[src/rtl/adder_tree_pkg.sv]
// ============================================================================
//  Module      : adder_tree_pkg
//  Description : Shared types and constants for the adder-tree arbiter.
//  Revision    : 1.0 - initial release
// ============================================================================
`default_nettype none

package adder_tree_pkg;

    typedef enum logic [1:0] {
        ST_RUN   = 2'd0,
        ST_DRAIN = 2'd1,
        ST_DONE  = 2'd2
    } arb_state_e;

    localparam int STAT_W = 16;

    // One level per addend pair plus the output register of the tree.
    function automatic int default_tree_lat(input int num_addend);
        return $clog2(num_addend) + 1;
    endfunction

endpackage

`default_nettype wire

[src/rtl/rr_arbiter.sv]
// ============================================================================
//  Module      : rr_arbiter
//  Description : Round-robin one-hot grant; pointer advances only on accept.
//  Revision    : 1.0 - initial release
// ============================================================================
`default_nettype none

module rr_arbiter #(
    parameter int NUM_REQ = 4,
    parameter int ID_W    = $clog2(NUM_REQ)
) (
    input  logic               clk,
    input  logic               rst,
    input  logic [NUM_REQ-1:0] req_i,
    input  logic               en_i,
    output logic [NUM_REQ-1:0] grant_o,
    output logic [ID_W-1:0]    grant_id_o,
    output logic               grant_vld_o
);

    logic [ID_W-1:0] last_q;
    logic [ID_W-1:0] last_d;
    logic [ID_W-1:0] cand;
    logic            found;

    always_comb begin
        grant_o     = '0;
        grant_id_o  = '0;
        grant_vld_o = 1'b0;
        found       = 1'b0;
        cand        = '0;
        for (int k = 1; k <= NUM_REQ; k++) begin
            cand = ID_W'((int'(last_q) + k) % NUM_REQ);
            if (!found && req_i[cand]) begin
                found      = 1'b1;
                grant_id_o = cand;
            end
        end
        grant_vld_o = en_i && found;
        if (grant_vld_o) begin
            grant_o[grant_id_o] = 1'b1;
        end
        last_d = grant_vld_o ? grant_id_o : last_q;
    end

    // Reset to the highest index so requester 0 is searched first.
    always_ff @(posedge clk) begin
        if (!rst) begin
            last_q <= ID_W'(NUM_REQ - 1);
        end else begin
            last_q <= last_d;
        end
    end

endmodule

`default_nettype wire

[src/rtl/adder_tree_arbiter.sv]
// ============================================================================
//  Module      : adder_tree_arbiter
//  Description : Shares one pipelined adder tree between NUM_REQ requesters,
//                tags each issue with its requester ID and supports draining.
//                Optional grant counters: define ADDER_TREE_ARB_STATS_EN.
//  Revision    : 1.0 - initial release
// ============================================================================
`default_nettype none

module adder_tree_arbiter
    import adder_tree_pkg::*;
#(
    parameter int NUM_REQ    = 4,
    parameter int ADD_LENGTH = 16,
    parameter int SUM_LENGTH = 32,
    parameter int NUM_ADDEND = 15,
    parameter int TREE_LAT   = default_tree_lat(NUM_ADDEND),
    parameter int ID_W       = $clog2(NUM_REQ)
) (
    input  logic                                   clk,
    input  logic                                   rst,
`ifdef ADDER_TREE_ARB_STATS_EN
    input  logic                                   stat_clr,
    output logic [NUM_REQ*STAT_W-1:0]              stat_grants,
`endif
    input  logic [NUM_REQ-1:0]                     req_valid,
    output logic [NUM_REQ-1:0]                     req_ready,
    input  logic [NUM_REQ*NUM_ADDEND*ADD_LENGTH-1:0] req_addends,
    output logic [NUM_ADDEND*ADD_LENGTH-1:0]       tree_addends,
    input  logic [SUM_LENGTH-1:0]                  tree_sum,
    output logic                                   res_valid,
    output logic [ID_W-1:0]                        res_id,
    output logic [SUM_LENGTH-1:0]                  res_sum,
    input  logic                                   drain,
    output logic                                   drain_done,
    output logic                                   busy
);

    localparam int VEC_W = NUM_ADDEND * ADD_LENGTH;

    arb_state_e           state_q;
    arb_state_e           state_d;
    logic                 run_en;
    logic [NUM_REQ-1:0]   grant;
    logic [ID_W-1:0]      win_id;
    logic                 xfer;
    logic                 in_flight;
    logic [VEC_W-1:0]     vec [NUM_REQ];
    logic [TREE_LAT-1:0]  tag_v_q;
    logic [ID_W-1:0]      tag_id_q [TREE_LAT];

    for (genvar g = 0; g < NUM_REQ; g++) begin : g_unpack
        assign vec[g] = req_addends[g*VEC_W +: VEC_W];
    end

    // Gating with rst keeps grants and status quiet during the reset cycle.
    assign run_en = rst && (state_q == ST_RUN);

    rr_arbiter #(
        .NUM_REQ (NUM_REQ),
        .ID_W    (ID_W)
    ) u_arb (
        .clk         (clk),
        .rst         (rst),
        .req_i       (req_valid),
        .en_i        (run_en),
        .grant_o     (grant),
        .grant_id_o  (win_id),
        .grant_vld_o (xfer)
    );

    assign req_ready    = grant;
    assign tree_addends = xfer ? vec[win_id] : '0;

    always_ff @(posedge clk) begin
        if (!rst) begin
            tag_v_q <= '0;
            for (int i = 0; i < TREE_LAT; i++) begin
                tag_id_q[i] <= '0;
            end
        end else begin
            tag_v_q[0]  <= xfer;
            tag_id_q[0] <= win_id;
            for (int i = 1; i < TREE_LAT; i++) begin
                tag_v_q[i]  <= tag_v_q[i-1];
                tag_id_q[i] <= tag_id_q[i-1];
            end
        end
    end

    assign in_flight  = |tag_v_q;
    assign res_valid  = rst && tag_v_q[TREE_LAT-1];
    assign res_id     = tag_id_q[TREE_LAT-1];
    assign res_sum    = tree_sum;
    assign busy       = rst && in_flight;
    assign drain_done = rst && (state_q == ST_DONE);

    always_comb begin
        state_d = state_q;
        unique case (state_q)
            ST_RUN:   if (drain)      state_d = ST_DRAIN;
            ST_DRAIN: if (!in_flight) state_d = ST_DONE;
            ST_DONE:  if (!drain)     state_d = ST_RUN;
            default:                  state_d = ST_RUN;
        endcase
    end

    always_ff @(posedge clk) begin
        if (!rst) begin
            state_q <= ST_RUN;
        end else begin
            state_q <= state_d;
        end
    end

`ifdef ADDER_TREE_ARB_STATS_EN
    for (genvar g = 0; g < NUM_REQ; g++) begin : g_stats
        logic [STAT_W-1:0] cnt_q;

        always_ff @(posedge clk) begin
            if (!rst || stat_clr) begin
                cnt_q <= '0;
            end else if (grant[g] && (cnt_q != {STAT_W{1'b1}})) begin
                cnt_q <= cnt_q + 1'b1;
            end
        end

        assign stat_grants[g*STAT_W +: STAT_W] = cnt_q;
    end
`endif

endmodule

`default_nettype wire

[config.mk]
export PLATFORM = sky130hd
export DESIGN_NAME = adder_tree_arbiter
export DESIGN_NICKNAME = d
export VERILOG_FILES = /design/src/rtl/adder_tree_pkg.sv /design/src/rtl/rr_arbiter.sv /design/src/rtl/adder_tree_arbiter.sv
export SDC_FILE = /design/constraint.sdc
export NUM_CORES = 1
export LEC_CHECK = 0
export CAP_MARGIN = 30
export CORE_AREA = 8 8 488 490
export DETAILED_ROUTE_END_ITERATION = 7
export DIE_AREA = 0 0 496 498
export SYNTH_ARGS = -nofsm -noshare
export SYNTH_HDL_FRONTEND = slang
export SYNTH_SLANG_ARGS = --single-unit
[constraint.sdc]
create_clock -name clk -period 3.96 [get_ports clk]
set_input_delay 0.792 -clock clk [delete_from_list [all_inputs] [get_ports clk]]
set_output_delay 0.792 -clock clk [all_outputs]
set_load 0.01 [all_outputs]
### Word level (Yosys, flattened, before mapping)

Memories as Yosys holds them, arrays and structs flattened.
Cells that the tools add are included.

* flip-flop bits (word level): 9
* memory bits (writable): 10
* bits of input ports: 999
* output and inout port bits: 281
* memories kept: 1

* add/sub/neg operators: 4
* mux-type cells: 34
* magnitude comparators: 7
* eq/ne operators: 5
* bitwise logic cells: 6
* reductions and logical operators: 15

Memories
* tag_id_q: depth 5, width 2, read ports 5, clocked after memory_dff 0, wr ports 5, RTL line adder_tree_arbiter.sv:50 `logic [ID_W-1:0] tag_id_q [TREE_LAT];`

Operators by type and width (count)
* 240-bit two-way mux: 3
* 240-bit binary-select mux with 2-bit select: 1
* 2-bit two-way mux: 12
* 2-bit by 3-bit < comparator with 1-bit output (second input constant): 5
* 1-bit two-way mux: 11
* 1-bit logical AND: 9
* 1-bit binary-select mux with 2-bit select: 4
* 2-bit inequality test (second input constant): 3
* 2-bit one-hot mux with 3 select lines: 1
* 1-bit bitwise OR: 5
* 5-bit OR reduction: 1
* 2-bit by 1-bit adder with 2-bit output (second input constant): 2
* 2-bit adder (second input constant): 2
* 4-bit two-way mux: 1
* 3-bit greater-or-equal comparator (second input constant): 1
* 1-bit logical NOT: 3
* 2-bit inverter with 3-bit output: 1
* 3-bit AND reduction: 1
* 1-bit demux with 2-bit select: 1
* 2-bit by 1-bit == test with 1-bit output (second input constant): 1
* 2-bit == test (second input constant): 1
* 2-bit by 1-bit greater-or-equal comparator with 1-bit output (second input constant): 1
* 2-bit logical NOT: 1

### Logic depth before layout (Yosys ltp)

Gate-level depths: netlist of run 1.

* depth after elaboration: 18
* depth in mapped cells: 8
* gate-level depth less buffers: 5

### By module

From an unflattened synthesis of run 1, not the netlist that was laid out.

* cell total of the unflattened synthesis: 671
* area, all modules: 8429.3 sq um

By module, submodules not included
* adder_tree_arbiter: instances 1, area an instance 8182.8 sq um, cells an instance 641, sequential area each 340.3 sq um
* rr_arbiter: instances 1, area an instance 246.5 sq um, cells an instance 30, sequential area each 40.0 sq um

### Worst setup path after synthesis of run 1

No wires, ideal clock.

* path type: input port to output port
* start point: input port req_valid[2]
* end point: output port tree_addends[158]
* path slack: 1158 ps
* cell stages on the path: 8
* buffers on the path: 3
* arrival: 2010 ps
* cells stage by stage: nand2b_1 a21oi_1 a211oi_2 buf_4 buf_12 clkbuf_8 mux2i_1 o22ai_1

* cells in the longest elaborated chain, start to end: 17

Ends and longest elaborated chain
* start, declared: RTL line adder_tree_arbiter.sv:26 `input logic [NUM_REQ-1:0] req_valid,`
* 1-bit binary-select mux with 2-bit select: RTL line rr_arbiter.sv:34 `if (!found && req_i[cand]) begin`
* 1-bit two-way mux (not written as such): RTL line rr_arbiter.sv:34
* 1-bit two-way mux: RTL line rr_arbiter.sv:34
* 1-bit logical NOT: RTL line rr_arbiter.sv:34
* 1-bit logical AND: RTL line rr_arbiter.sv:34
* 1-bit two-way mux: RTL line rr_arbiter.sv:34
* 1-bit logical NOT: RTL line rr_arbiter.sv:34
* 1-bit logical AND: RTL line rr_arbiter.sv:34
* 1-bit two-way mux: RTL line rr_arbiter.sv:34
* 1-bit logical NOT: RTL line rr_arbiter.sv:34
* 1-bit logical AND: RTL line rr_arbiter.sv:34
* 2-bit two-way mux: RTL line rr_arbiter.sv:34
* 2-bit inverter with 3-bit output (not written as such): RTL line adder_tree_arbiter.sv:73 `assign tree_addends = xfer ? vec[win_id] : '0;`
* 240-bit binary-select mux with 2-bit select: RTL line adder_tree_arbiter.sv:73
* 240-bit two-way mux (not written as such) (2 in a row): RTL line adder_tree_arbiter.sv:73
* 240-bit two-way mux (*): RTL line adder_tree_arbiter.sv:73
* end, declared: RTL line adder_tree_arbiter.sv:29 `output logic [NUM_ADDEND*ADD_LENGTH-1:0] tree_addends,`

Every way passes the cells marked *; elsewhere a longest branch is shown, timed or not. The select of a mux whose other input is x is not followed.

### Final worst setup path of run 1

* start point: input port rst
* end point: output port tree_addends[178]

* cells in the longest elaborated chain, start to end: 3

Ends and longest elaborated chain
* start, declared: RTL line adder_tree_arbiter.sv:21 `input logic rst,`
* 1-bit logical AND: RTL line adder_tree_arbiter.sv:57 `assign run_en = rst && (state_q == ST_RUN);`
* 1-bit logical AND: RTL line rr_arbiter.sv:39 `grant_vld_o = en_i && found;`
* 240-bit two-way mux: RTL line adder_tree_arbiter.sv:73

Every way passes these cells.

==> metrics.csv, run 1 <==
metric,value,unit
clk slew on worst S/H paths,0.05,ns
Inst Count DP,5233,
top cell type's share of synthesized area,59.0,%
Synth area leader,mux2i_1,
WL/cell,37.1,um
final net count,3240,
Final WS setup,0.0313,ns
Initial DRC Count,985,
Rel. slew slack,50.8,%
status,"finished, final reports clean",
Sw Share,47.4,%
first-pass GRT wire length,229000,um
CP endpoint kind,output port,
final WL,197000,um
Max Fclk,0.255,GHz
worst slew pin tran,0.717,ns
total gr overflow,0,
Max VDD drop,0.000170,V
Die Y,498,um
net load switching power,3730,uW
Antenna Violating Nets Remaining,0,
Combinational Power Share,94.5,%
sequential area share after synthesis,4.67,%
largest cells by area after synthesis,"mux2i_1, o22ai_1, buf_6, dfxtp_1, buf_4",
I/O pins,1280,
max-cap violations,0,
Core ar.,231000,um2
vias per cell,2.84,
post-synth net total,1933,
initial antenna violation count,215,
Skew-Pair Late Insertion Delay,0.25,ns
RSZ-0062 raised after global routing,yes,
syn_area_per_cell,8.72,um2
period utilization,99.2,%
Pleak,0.0108,uW
full die area,247000,um2
crit-path max FO,46,
largest net degree at the start of global routing,48,
Starting Density,3.53,%
dpl ws,-1.13,ns
"Slew Viols, Final",0,
P per Cell Area,278,nW/um2
Tmin final,3.93,ns
IO Port Bufs,1215,
Routability Congestion,0.963,
Final Hold Viols,0,
Startpoint Class,input port,
DRC errors left,0,
layout cells sized above 1,24.7,%
Fill cells,26300,
fin cells,5325,
worst hold path type,reg2reg,
Critical Path AT,3.14,ns
Post-CTS Hold Buffers,0,
post-DP HPWL,182000,um
Area growth syn-to-layout,247,%
synthesized area,8140,um2
Clk pwr share,2.6,%
final hold slack,0.428,ns
Internal Power,4130,uW
multi-input combinational cell area,7980,um2
H-tree depth,1,
register area,382,um2
CTS Sinks,19,
number of global-route vias before repair,15700,
final setup violation count,0,
GRT Util Overall,15.0,%
"Req. time, crit path",3.17,ns
clock buffer depth,2,
critical path class,in2out,
Vias,15100,
Seq pwr share,2.9,%
TritonCTS buffer count,3,
CTS tree,built,
FP Rows,177,
Synth Instances,934,
Root Buffer,clkbuf_16,
Die W,496,um
Synth cell types,29,
Setup Skew,0.00770,ns
drt pass-1 iters,5,
yosys synthesis warning count,0,
#FFs+latches synth,19,
-- power by group through the flow --
| stage | Sequential, uW | Clock [uW] | Combinational (uW) |
|---|---|---|---|
| 6_report | 228 | 205 | 7420 |
| 3_5_place_dp | 229 | 0 | 6650 |
| 3_3_place_gp | 228 | 0 | 6610 |
| 2_1_floorplan | 217 | 0 | 2200 |
| 4_1_cts | 225 | 209 | 7610 |
| 5_1_grt | 229 | 217 | 7850 |
-- critical path, cell delays in order --
cell             delay, ns
clkdlybuf4s50_1       0.54
nand2b_1              0.15
a211oi_4              0.21
buf_4                 0.19
nand2_8               0.10
buf_12                0.17
o22ai_2               0.26
clkdlybuf4s50_1       0.58
-- final cells by class --
class | instances | area share, %
antenna | 42 | 0.372
multi-input combinational | 770 | 28.2
timing repair buffer | 1444 | 56.2
inverter | 3 | 0.0399
clock buffer | 4 | 0.279
sequential | 19 | 1.35
tap | 3043 | 13.5
-- kinds of logic after synthesis --
kind of cell	synth area share (%)
AOI/OAI and AO/OA	19.6
buffers and inverters	14.2
DFF	4.67
muxes	59.0
and+or+nand+nor	2.52
-- path summary, 6_finish.rpt --
| check | slack (ns) | cells after the start | from | end |
|---|---|---|---|---|
| min | 0.43 | 1 | tag_id_q[0][5] | tag_id_q[0][7] |
| max | 0.03 | 8 | rst | tree_addends[178] |
| max reg2reg | 1.75 | 9 | u_arb.last_q[0] | u_arb.last_q[1] |
| min reg2reg | 0.43 | 1 | tag_id_q[0][5] | tag_id_q[0][7] |
-- layout by cell type (no fill, tap or decap), types with 2 or more instances in the layout --
master / instances
nand2_1: 2
dfxtp_1: 18
nand2b_4: 4
buf_12: 145
o22ai_4: 4
nor2_1: 11
buf_8: 2
o22ai_2: 35
bufbuf_16: 2
dlymetal6s2s_1: 13
nor2_2: 3
buf_16: 21
inv_1: 2
mux2i_4: 61
diode_2: 42
buf_6: 23
mux2i_1: 356
clkbuf_16: 4
dlygate4sd2_1: 61
o22ai_1: 201
buf_4: 176
clkdlybuf4s50_1: 999
a211oi_4: 2
mux2i_2: 63
and2_1: 13
-- sequential cells by signal, indices dropped and copies added (netlist names) --
name          count
state_q           2
tag_id_q         10
tag_v_q           5
u_arb.last_q      2
-- routing by layer --
metal  GRT usage [%]  routed length, um
met5               0                547
met4            4.45               8150
met3            7.50              24400
met2            26.4              94400
met1            15.6              69800
-- cell usage after synthesis --
cell       count
nor2_1        15
nand2_4        1
inv_1          3
a211oi_2       1
o31a_1         1
buf_1          5
nor3_1         2
dfxtp_1       19
buf_4         35
a31oi_1        1
a21oi_1        2
buf_12         2
o22a_1         1
mux2i_1      480
a2111oi_0      1
a211oi_4       1
buf_6         44
and2_1        13
o21ai_1        2
clkbuf_8       2
nand2b_1       5
buf_8          5
o22ai_1      240
a211o_1        1
buf_2         27
nand2_1        2
clkbuf_1      20
clkbuf_4       2
or4_1          1
-- through the flow --
| stage | power, uW | setup TNS [ns] | utilization, % | instance area, um2 |
|---|---|---|---|---|
| 4_1_cts | 8040 | -0.200 | 12.1 | 27800 |
| 2_1_floorplan | 2410 | 0 | - | 8140 |
| 6_report | 7860 | 0 | 12.2 | 28200 |
| 5_1_grt | 8290 | -0.0676 | 12.2 | 28200 |
| 3_3_place_gp | 6840 | -132.78 | 11.1 | 25700 |
| 3_5_place_dp | 6880 | -140.19 | 11.2 | 25700 |
-- repair_timing --
| action | CTS | global route |
|---|---|---|
| gates resized for setup | 352 | 60 |
| pin swaps | 10 | 4 |
| buffers inserted | 31 | 4 |
| cloned | 12 | 1 |
| endpoints found under the setup margin | 244 | 89 |
Power figures use the tool's default switching activity.
==> inputs of run 2 (changes only) <==
--- a/config.mk
+++ b/config.mk
@@ -6,9 +6,9 @@
 export NUM_CORES = 1
 export LEC_CHECK = 0
 export CAP_MARGIN = 30
-export CORE_AREA = 8 8 488 490
+export CORE_AREA = 8 8 494 496
 export DETAILED_ROUTE_END_ITERATION = 7
-export DIE_AREA = 0 0 496 498
+export DIE_AREA = 0 0 502 504
 export SYNTH_ARGS = -nofsm -noshare
 export SYNTH_HDL_FRONTEND = slang
 export SYNTH_SLANG_ARGS = --single-unit
==> constraint.sdc (replaced) <==
create_clock -name clk -period 4.4 [get_ports clk]
set_input_delay 0.88 -clock clk [delete_from_list [all_inputs] [get_ports clk]]
set_output_delay 0.88 -clock clk [all_outputs]
set_load 0.01 [all_outputs]
==> metrics.csv, run 2 (same netlist as run 1, synthesis figures left out) <==
metric,value,unit,change
status,"finished, final reports clean",,
Final WS setup,0.0977,ns,+0.0664 ns
P per Cell Area,233,nW/um2,-16%
final net count,3220,,-0.62%
final hold slack,0.435,ns,+0.00611 ns
IO Port Bufs,1215,,unchanged
GRT Util Overall,16.6,%,+1.6 points
clk slew on worst S/H paths,0.05,ns,about the same
Max Fclk,0.232,GHz,
Final Hold Viols,0,,unchanged
most frequent cells in the layout,"clkdlybuf4s50_1, mux2i_1, o22ai_1, buf_4, buf_12",,
Antenna Violating Nets Remaining,0,,unchanged
FP Rows,179,,+1.1%
TritonCTS buffer count,3,,unchanged
worst hold path type,reg2reg,,
Starting Density,3.45,%,-0.082 points
DRC errors left,0,,unchanged
WL/cell,40.9,um,+10%
Die Y,504,um,+1.2%
full die area,253000,um2,+2.4%
total gr overflow,0,,unchanged
Area growth syn-to-layout,225,%,
vias per cell,2.78,,-2.0%
worst slew pin tran,0.602,ns,-0.115 ns
dpl ws,-0.221,ns,+0.911 ns
multi-input combinational cell area,6810,um2,-15%
Initial DRC Count,772,,-22%
crit path from,req_valid[1],,
Pleak,0.0104,uW,-3.7%
RSZ-0062 raised after global routing,no,,
end of the worst register-to-register path,u_arb.last_q[0],,
CP Capture Point,tree_addends[174],,
Finished Core Util,11.2,%,-1.0 points
clock buffer depth,2,,unchanged
Inst Count DP,5365,,+2.5%
Die W,502,um,+1.2%
"Req. time, crit path",3.52,ns,+0.35 ns
fin cells,5421,,+1.8%
Power Total,6160,uW,-22%
RR Startpoint,u_arb.last_q[0],,
Fill cells,27100,,+3.2%
initial antenna violation count,257,,+20%
CP endpoint kind,output port,,
Routability Congestion,0.903,,-6.2%
WHS Path Cells,1,,unchanged
period utilization,97.8,%,
Tmin final,4.30,ns,
H-tree depth,1,,unchanged
CTS Sinks,19,,unchanged
Core ar.,236000,um2,+2.4%
Vias,15100,,-0.23%
number of global-route vias before repair,15300,,-2.2%
max-cap violations,0,,unchanged
max FFs per register,10,,unchanged
"Slew Viols, Final",0,,unchanged
final setup violation count,0,,unchanged
post-DP HPWL,211000,um,+16%
largest registers,"tag_id_q x10, tag_v_q x5",,
crit-path max FO,21,,-54%
"most common cell after layout, fill and taps aside",clkdlybuf4s50_1,,
layout cells sized above 1,17.8,%,-6.9 points
first-pass GRT wire length,259000,um,+13%
Skew-Pair Late Insertion Delay,0.25,ns,about the same
Critical Path AT,3.42,ns,+0.28 ns
CTS tree,built,,
cells on worst reg2reg path,8,,-1
Rel. slew slack,59.9,%,+9.0 points
Max VDD drop,0.000262,V,+54%
register area,380,um2,-0.33%
r2r setup slk,2.49,ns,+0.74 ns
Setup Skew,0.000505,ns,-0.00720 ns
critical path class,in2out,,
Root Buffer,clkbuf_16,,
I/O pins,1280,,unchanged
drt pass-1 iters,5,,unchanged
largest net degree at the start of global routing,66,,+38%
Startpoint Class,input port,,
Largest Register,tag_id_q,,
final WL,222000,um,+12%
[run 2: cell types whose count changed in the layout (fill, tap and decap cells not counted), sizes merged]
cell           change
buf               -12
bufbuf             +3
clkbuf             -1
clkdlybuf4s50      +4
diode              -8
dlygate4sd2        -3
dlymetal6s2s      -11
[run 2: where the power goes]
part           total, uW  switching, uW  internal [uW]
registers            199           13.5            186
logic               5780           2830           2940
clock network        184           60.5            123
total               6160           2900           3250
[run 2: how the worst min path moves through the flow]
stage	from	to	slack [ns]
global route	tag_id_q[0][4]	tag_id_q[0][6]	0.45
global placement	tag_id_q[0][0]	tag_id_q[0][2]	0.42
finish	tag_id_q[0][4]	tag_id_q[0][6]	0.43
floorplan	tag_id_q[0][0]	tag_id_q[0][2]	0.41
detailed placement	tag_id_q[0][7]	tag_id_q[0][9]	0.42
CTS	tag_id_q[0][7]	tag_id_q[0][9]	0.43
[run 2: critical path, cell delays in order]
cell and delay, ns:
dlygate4sd2_1 0.29, nor2_2 0.16, nor3_2 0.06, buf_4 0.15
a211oi_4 0.19, buf_12 0.17, buf_12 0.16, buf_4 0.16
buf_12 0.19, mux2i_1 0.30, o22ai_1 0.11, clkdlybuf4s50_1 0.52
[run 2: per-layer routing]
metal	up-vias	share of wire (%)	global-route usage, %
met5	-	0.52	0
met1	6888	35	16.9
met2	1234	48	29.7
li1	6299	-	-
met4	174	1.7	1.01
met3	479	14	10.7
[run 2: cell type report]
class                   instances  share of cell area, %
flip-flops and latches         19                   1.44
multi-input cells             770                   25.8
clock buffers                   4                  0.298
well taps                    3167                   15.0
repair buffers               1424                   57.2
diodes                         34                  0.322
inverters                       3                 0.0426
[run 2: timing repair]
action	in CTS	in global routing
hold buffers	0	0
endpoints found under the setup margin	186	3
gates resized for setup	110	4
cloned	5	0
setup buffers	13	0
hold endpoints to repair	0	0
pin swaps	1	0
[run 2: through the flow]
| stage | TNS, ns | area [um2] |
|---|---|---|
| 5_1_grt | 0 | 26400 |
| 3_3_place_gp | -0.0666 | 25800 |
| 2_1_floorplan | 0 | 8140 |
| 4_1_cts | 0 | 26400 |
| 3_5_place_dp | -18.84 | 25800 |
| 6_report | 0 | 26400 |
